File: config.mk
export PLATFORM = sky130hd
export DESIGN_NAME = yutorina_decode_stage
export DESIGN_NICKNAME = d
export VERILOG_FILES = /design/src/rtl/yutorina_decode_stage.sv
export SDC_FILE = /design/constraint.sdc
export NUM_CORES = 1
export LEC_CHECK = 0
export CAP_MARGIN = 20
export CORE_ASPECT_RATIO = 0.6
export CORE_UTILIZATION = 39
export CTS_BUF_LIST = sky130_fd_sc_hd__clkbuf_16
export CTS_CLUSTER_DIAMETER = 80
export DETAILED_ROUTE_END_ITERATION = 8
export PLACE_DENSITY = 0.92
export REMOVE_ABC_BUFFERS = 1
export SKIP_CTS_REPAIR_TIMING = 1
export SKIP_LAST_GASP = 1
export SLEW_MARGIN = 40
export SYNTH_ARGS = -nofsm -noshare
export SYNTH_HDL_FRONTEND = slang
export SYNTH_SLANG_ARGS = --single-unit
File: constraint.sdc
create_clock -name clk -period 3.4 [get_ports clk]
set_input_delay 0.68 -clock clk [delete_from_list [all_inputs] [get_ports clk]]
set_output_delay 0.68 -clock clk [all_outputs]
set_load 0.02 [all_outputs]
File: src/rtl/yutorina_decode_stage.sv
// Yutorina decode stage: decodes R and I arithmetic instructions into a registered
// ALU bundle with EX/WB operand forwarding, RAW stall, flush and illegal flagging.
module yutorina_decode_stage #(
    parameter int DATA_WIDTH     = 32,
    parameter int ENABLE_FORWARD = 1
) (
    input  logic                  clk,
    input  logic                  reset_,
    input  logic                  flush,
    input  logic                  in_valid,
    output logic                  in_ready,
    input  logic [31:0]           instruction,
    output logic [4:0]            left_register_read_address,
    output logic [4:0]            right_register_read_address,
    input  logic [DATA_WIDTH-1:0] left_register_read_data,
    input  logic [DATA_WIDTH-1:0] right_register_read_data,
    input  logic                  ex_write_enable_,
    input  logic [4:0]            ex_write_address,
    input  logic                  ex_result_valid,
    input  logic [DATA_WIDTH-1:0] ex_result,
    input  logic                  wb_write_enable_,
    input  logic [4:0]            wb_write_address,
    input  logic [DATA_WIDTH-1:0] wb_result,
    output logic                  out_valid,
    input  logic                  out_ready,
    output logic [3:0]            alu_opcode,
    output logic [4:0]            result_register_address,
    output logic [DATA_WIDTH-1:0] lhs,
    output logic [DATA_WIDTH-1:0] rhs,
    output logic                  register_write_enable_,
    output logic                  illegal
);

    localparam logic FWD = (ENABLE_FORWARD != 0);

    logic [5:0]            w_op;
    logic [4:0]            w_rd;
    logic [4:0]            w_rs1;
    logic [4:0]            w_rs2;
    logic                  w_is_r;
    logic                  w_is_i;
    logic                  w_use_rs1;
    logic                  w_use_rs2;
    logic [DATA_WIDTH-1:0] w_imm;

    assign w_op   = instruction[31:26];
    assign w_rd   = instruction[25:21];
    assign w_rs1  = instruction[20:16];
    assign w_rs2  = instruction[15:11];
    assign w_is_r = (w_op == 6'b000000);
    assign w_is_i = instruction[31];

    // I-type never reads rs2, so its bits must not create a hazard
    assign w_use_rs1 = w_is_r | w_is_i;
    assign w_use_rs2 = w_is_r;

    assign w_imm = instruction[30] ? DATA_WIDTH'($signed(instruction[15:0]))
                                   : DATA_WIDTH'(instruction[15:0]);

    assign left_register_read_address  = w_rs1;
    assign right_register_read_address = w_rs2;

    logic w_ex_hit_l;
    logic w_ex_hit_r;
    logic w_wb_hit_l;
    logic w_wb_hit_r;
    logic w_nz_l;
    logic w_nz_r;

    assign w_nz_l     = (w_rs1 != 5'd0);
    assign w_nz_r     = (w_rs2 != 5'd0);
    assign w_ex_hit_l = w_nz_l && !ex_write_enable_ && (ex_write_address == w_rs1);
    assign w_ex_hit_r = w_nz_r && !ex_write_enable_ && (ex_write_address == w_rs2);
    assign w_wb_hit_l = w_nz_l && !wb_write_enable_ && (wb_write_address == w_rs1);
    assign w_wb_hit_r = w_nz_r && !wb_write_enable_ && (wb_write_address == w_rs2);

    // EX beats WB; WB beats the register file, which may still be stale this cycle
    logic [DATA_WIDTH-1:0] w_src_l;
    logic [DATA_WIDTH-1:0] w_src_r;

    assign w_src_l = (FWD && w_ex_hit_l && ex_result_valid) ? ex_result :
                     (FWD && w_wb_hit_l)                    ? wb_result :
                                                              left_register_read_data;
    assign w_src_r = (FWD && w_ex_hit_r && ex_result_valid) ? ex_result :
                     (FWD && w_wb_hit_r)                    ? wb_result :
                                                              right_register_read_data;

    logic w_haz_l;
    logic w_haz_r;
    logic w_stall;

    assign w_haz_l = (w_ex_hit_l && (!ex_result_valid || !FWD)) || (!FWD && w_wb_hit_l);
    assign w_haz_r = (w_ex_hit_r && (!ex_result_valid || !FWD)) || (!FWD && w_wb_hit_r);
    assign w_stall = in_valid && ((w_use_rs1 && w_haz_l) || (w_use_rs2 && w_haz_r));

    logic r_valid;

    assign in_ready = flush | ((!r_valid | out_ready) & !w_stall);

    logic [3:0]            w_dec_opcode;
    logic [4:0]            w_dec_rd;
    logic [DATA_WIDTH-1:0] w_dec_lhs;
    logic [DATA_WIDTH-1:0] w_dec_rhs;
    logic                  w_dec_we_;
    logic                  w_dec_illegal;

    always_comb begin
        w_dec_opcode  = 4'd0;
        w_dec_rd      = 5'd0;
        w_dec_lhs     = '0;
        w_dec_rhs     = '0;
        w_dec_we_     = 1'b1;
        w_dec_illegal = 1'b0;
        if (w_is_r) begin
            w_dec_opcode = instruction[3:0];
            w_dec_rd     = w_rd;
            w_dec_lhs    = w_src_l;
            w_dec_rhs    = w_src_r;
            w_dec_we_    = 1'b0;
        end else if (w_is_i) begin
            w_dec_opcode = instruction[29:26];
            w_dec_rd     = w_rd;
            w_dec_lhs    = w_src_l;
            w_dec_rhs    = w_imm;
            w_dec_we_    = 1'b0;
        end else begin
            w_dec_illegal = 1'b1;
        end
    end

    logic [3:0]            r_opcode;
    logic [4:0]            r_rd;
    logic [DATA_WIDTH-1:0] r_lhs;
    logic [DATA_WIDTH-1:0] r_rhs;
    logic                  r_we_;
    logic                  r_illegal;

    always_ff @(posedge clk) begin
        if (!reset_) begin
            r_valid   <= 1'b0;
            r_opcode  <= 4'd0;
            r_rd      <= 5'd0;
            r_lhs     <= '0;
            r_rhs     <= '0;
            r_we_     <= 1'b1;
            r_illegal <= 1'b0;
        end else if (flush) begin
            r_valid   <= 1'b0;
            r_illegal <= 1'b0;
        end else if (in_valid && in_ready) begin
            r_valid   <= 1'b1;
            r_opcode  <= w_dec_opcode;
            r_rd      <= w_dec_rd;
            r_lhs     <= w_dec_lhs;
            r_rhs     <= w_dec_rhs;
            r_we_     <= w_dec_we_;
            r_illegal <= w_dec_illegal;
        end else if (out_ready) begin
            r_valid <= 1'b0;
        end
    end

    assign out_valid               = r_valid;
    assign alu_opcode              = r_opcode;
    assign result_register_address = r_rd;
    assign lhs                     = r_lhs;
    assign rhs                     = r_rhs;
    assign register_write_enable_  = r_we_;
    assign illegal                 = r_illegal;

endmodule

==> results.py <==
metrics = {
    "global_routing": {
        "grt_pass1_wl_um": 26100,
        "antenna_found_initial": 0,
        "grt_max_degree": 65,
        "grt_use_total": 0.2743,
        "grt_pass1_vias": 5203,
        "grt-ovfl-total": 0,
    },
    "drt": {
        "wl_per_cell_um": 18.28,
        "dr_total_vias": 5078,
        "totalWireLength_um": 17030,
        "firstDrtPassIters": 6,
        "ant_nets": 0,
        "routed_via_density": 5.448,
        "dr.first_iter.drc_count": 304,
        "drc_errors": 0,
    },
    "finish": {
        "area_growth_pct": 71.28,
        "num_antenna_cells": 0,
        "final_util": 0.6891,
        "layout-drive-gt1-share": 0.1269,
        "nFillCells": 870,
        "nets": 947,
    },
    "clocking": {
        "numClockSinks": 76,
        "clockRootBuffer": "clkbuf_16",
        "cts_buffer_depth": 2,
        "cts_tree": "yes",
        "h-tree-depth": 3,
        "clk_latency_ps": 330,
        "cts_buffers": 9,
        "clk_pin_slew_worst_paths_ps": 60,
    },
    "place": {
        "gp_congestion": 0.9085,
        "dp_slack_ps": -350.8,
        "dp_hpwl_um": 12880,
        "io_buffers": 264,
    },
    "sta": {
        "rsz0062_at_grt": "false",
        "tns_ps": 0,
        "post-route-min-period_ps": 3313,
        "fin_ws_ps": 86.89,
        "timing.hold.ws_ps": 461.5,
        "skew_ps": 6.742,
        "relSlewSlack": 0.5168,
        "post-route-period-util": 0.9744,
        "slew_viol_final": 0,
        "fmax_ghz": 0.3018,
        "finalSetupViolations": 0,
        "worst_pin_slew_ps": 724.8,
        "hold_violations": 0,
    },
    "floorplan": {
        "start_util": 0.4023,
        "die_area_mm2": 0.01214,
        "pin_count": 265,
        "row_count": 30,
        "die_w_um": 141.6,
        "die_y_um": 85.77,
        "core_mm2": 0.01134,
    },
    "critical_path": {
        "crit_arrival_ps": 2630,
        "required_ps": 2720,
        "startpoint_type": "input pin",
        "critical_path_class": "in -> out",
        "end_kind": "output pin",
        "path_max_fanout": 2,
    },
    "synth": {
        "synth_xor_area_frac": 0.03841,
        "synth_top_family_by_area": "compound AO/OA/AOI/OAI gates",
        "avgSynthCellArea_um2": 8.960,
        "yosys_most_used_dff": "dfxtp_1",
        "async_flop_share": 0,
        "synth_compound_area_frac": 0.2359,
        "yosysUniqueCellTypes": 41,
        "synthMuxAreaShare": 0.2217,
        "synthSimpleGateAreaFrac": 0.1073,
        "syn_area_mm2": 0.004561,
        "synthAdderAreaFrac": 0,
        "yosysWarnings": 0,
        "synth-edff-count": 0,
        "seq_area_frac_synth": 0.3336,
        "synth-seq-cells": 76,
        "synthCells": 509,
    },
    "pwr": {
        "powerDensity_mw_per_mm2": 336.4,
        "p_leak_nw": 3.506,
        "switchingPower_mw": 0.6341,
        "peakVddDrop_mv": 0.2258,
        "p_sw_frac": 0.2413,
        "seqPwrFrac": 0.360,
        "pwr-share-clk": 0.407,
        "comb_power_share": 0.233,
        "internal_power_mw": 1.993,
    },
    "run_status": {
        "status": "finished, final reports clean",
    },
    "worst_hold_path": {
        "hold_class": "reg -> reg",
    },
    "flow_run": {
        "drv_cap": 0,
    },
}
power groups by stage:
stage / Clock (mW) / Combinational, mW / Sequential (mW)
after floorplan: 0 / 0.157 / 1.01
after global placement: 0 / 0.593 / 0.963
after global routing: 1.13 / 0.649 / 0.950
after detailed placement: 0 / 0.608 / 0.965
final: 1.07 / 0.612 / 0.947
after CTS: 1.09 / 0.610 / 0.946
Yosys cell counts, types with 2 or more instances:
cell type | count | share of area
dfxtp_1 | 76 | 0.33
mux2i_1 | 65 | 0.14
nand2_1 | 41 | 0.034
nor2_1 | 39 | 0.032
o21ai_0 | 34 | 0.037
mux2_2 | 32 | 0.079
o2bb2ai_1 | 32 | 0.061
clkbuf_1 | 24 | 0.020
a211o_1 | 20 | 0.038
a21oi_1 | 17 | 0.019
a31oi_1 | 16 | 0.022
a21o_1 | 14 | 0.023
buf_2 | 13 | 0.014
xnor2_1 | 12 | 0.023
buf_4 | 10 | 0.016
xor2_1 | 8 | 0.015
nand3_1 | 6 | 0.0066
a21boi_0 | 5 | 0.0082
inv_1 | 5 | 0.0041
a22oi_1 | 4 | 0.0066
nand4_1 | 4 | 0.0055
o211a_1 | 4 | 0.0088
buf_1 | 3 | 0.0025
a211oi_2 | 2 | 0.0055
and3_1 | 2 | 0.0027
buf_6 | 2 | 0.0049
nor2b_1 | 2 | 0.0027
nor3_1 | 2 | 0.0022
nor4_1 | 2 | 0.0027
or4_1 | 2 | 0.0033
routing by layer:
layer  part of all wire  track usage  up-vias
met3              0.083      0.08543       41
li1                   -            -     2383
met4              0.028      0.09677        0
met2               0.47       0.4796      245
met5                  0            0        -
met1               0.42       0.3184     2409
stage by stage:
step	power (mW)	area, um^2	cells
2_1_floorplan	1.165	4292	456
5_1_grt	2.727	7811	932
3_5_place_dp	1.573	7472	918
4_1_cts	2.647	7800	932
3_3_place_gp	1.556	7472	918
6_report	2.627	7811	932
area by class of cell:
type                    count  area, um^2  area share
clock buffers               9       225.2     0.02883
clock inverters             5       102.6     0.01313
inverters                   5       18.77    0.002403
multi-input cells         375        2775      0.3553
flip-flops and latches     76        1521      0.1948
well taps                 160       200.2     0.02563
repair buffers            302        2968      0.3799
kinds of logic after synthesis:
kind of cell           count (synthesis)
XOR/XNOR                              20
AO/OA/AOI/OAI                        151
flip-flops                            76
AND/OR/NAND/NOR                      107
multiplexers                          97
buffers and inverters                 58
path summary, 6_finish.rpt:
check,to,depth (start not counted),startpoint,slack [ps]
setup / recovery,in_ready,9,instruction[15],90
setup reg to reg,rhs[17],5,out_valid,1380
hold / removal,lhs[27],1,lhs[27],460
hold reg to reg,lhs[27],1,lhs[27],460
placed cells by master, fill, tap and decap left out, drive strengths merged, types with 4 or more instances in the layout:
master | netlist | final
clkdlybuf4s50 | 0 | 258
dfxtp | 76 | 76
mux2i | 65 | 65
nand2 | 41 | 41
buf | 28 | 40
nor2 | 39 | 39
o21ai | 34 | 34
mux2 | 32 | 32
o2bb2ai | 32 | 32
a211o | 20 | 20
a21oi | 17 | 17
a31oi | 16 | 16
a21o | 14 | 14
xnor2 | 12 | 12
clkbuf | 25 | 9
xor2 | 8 | 8
nand3 | 6 | 6
inv | 5 | 5
a21boi | 5 | 5
nand4 | 4 | 4
a22oi | 4 | 4
o211a | 4 | 4
dlymetal6s2s | 0 | 4
registers in the layout (all words and copies together) (netlist names):
| signal | flops |
|---|---|
| lhs | 32 |
| rhs | 32 |
| result_register_address | 5 |
| alu_opcode | 4 |
| illegal | 1 |
| out_valid | 1 |
| register_write_enable_ | 1 |
worst max-delay path: stages:
cell	delay, ps
clkdlybuf4s50_1	460
or4_4	550
o211ai_1	250
buf_4	170
nor4_4	40
a21o_1	180
nand2_1	70
a21o_1	110
buf_4	130
No activity file was read; power rests on OpenSTA's default activity.
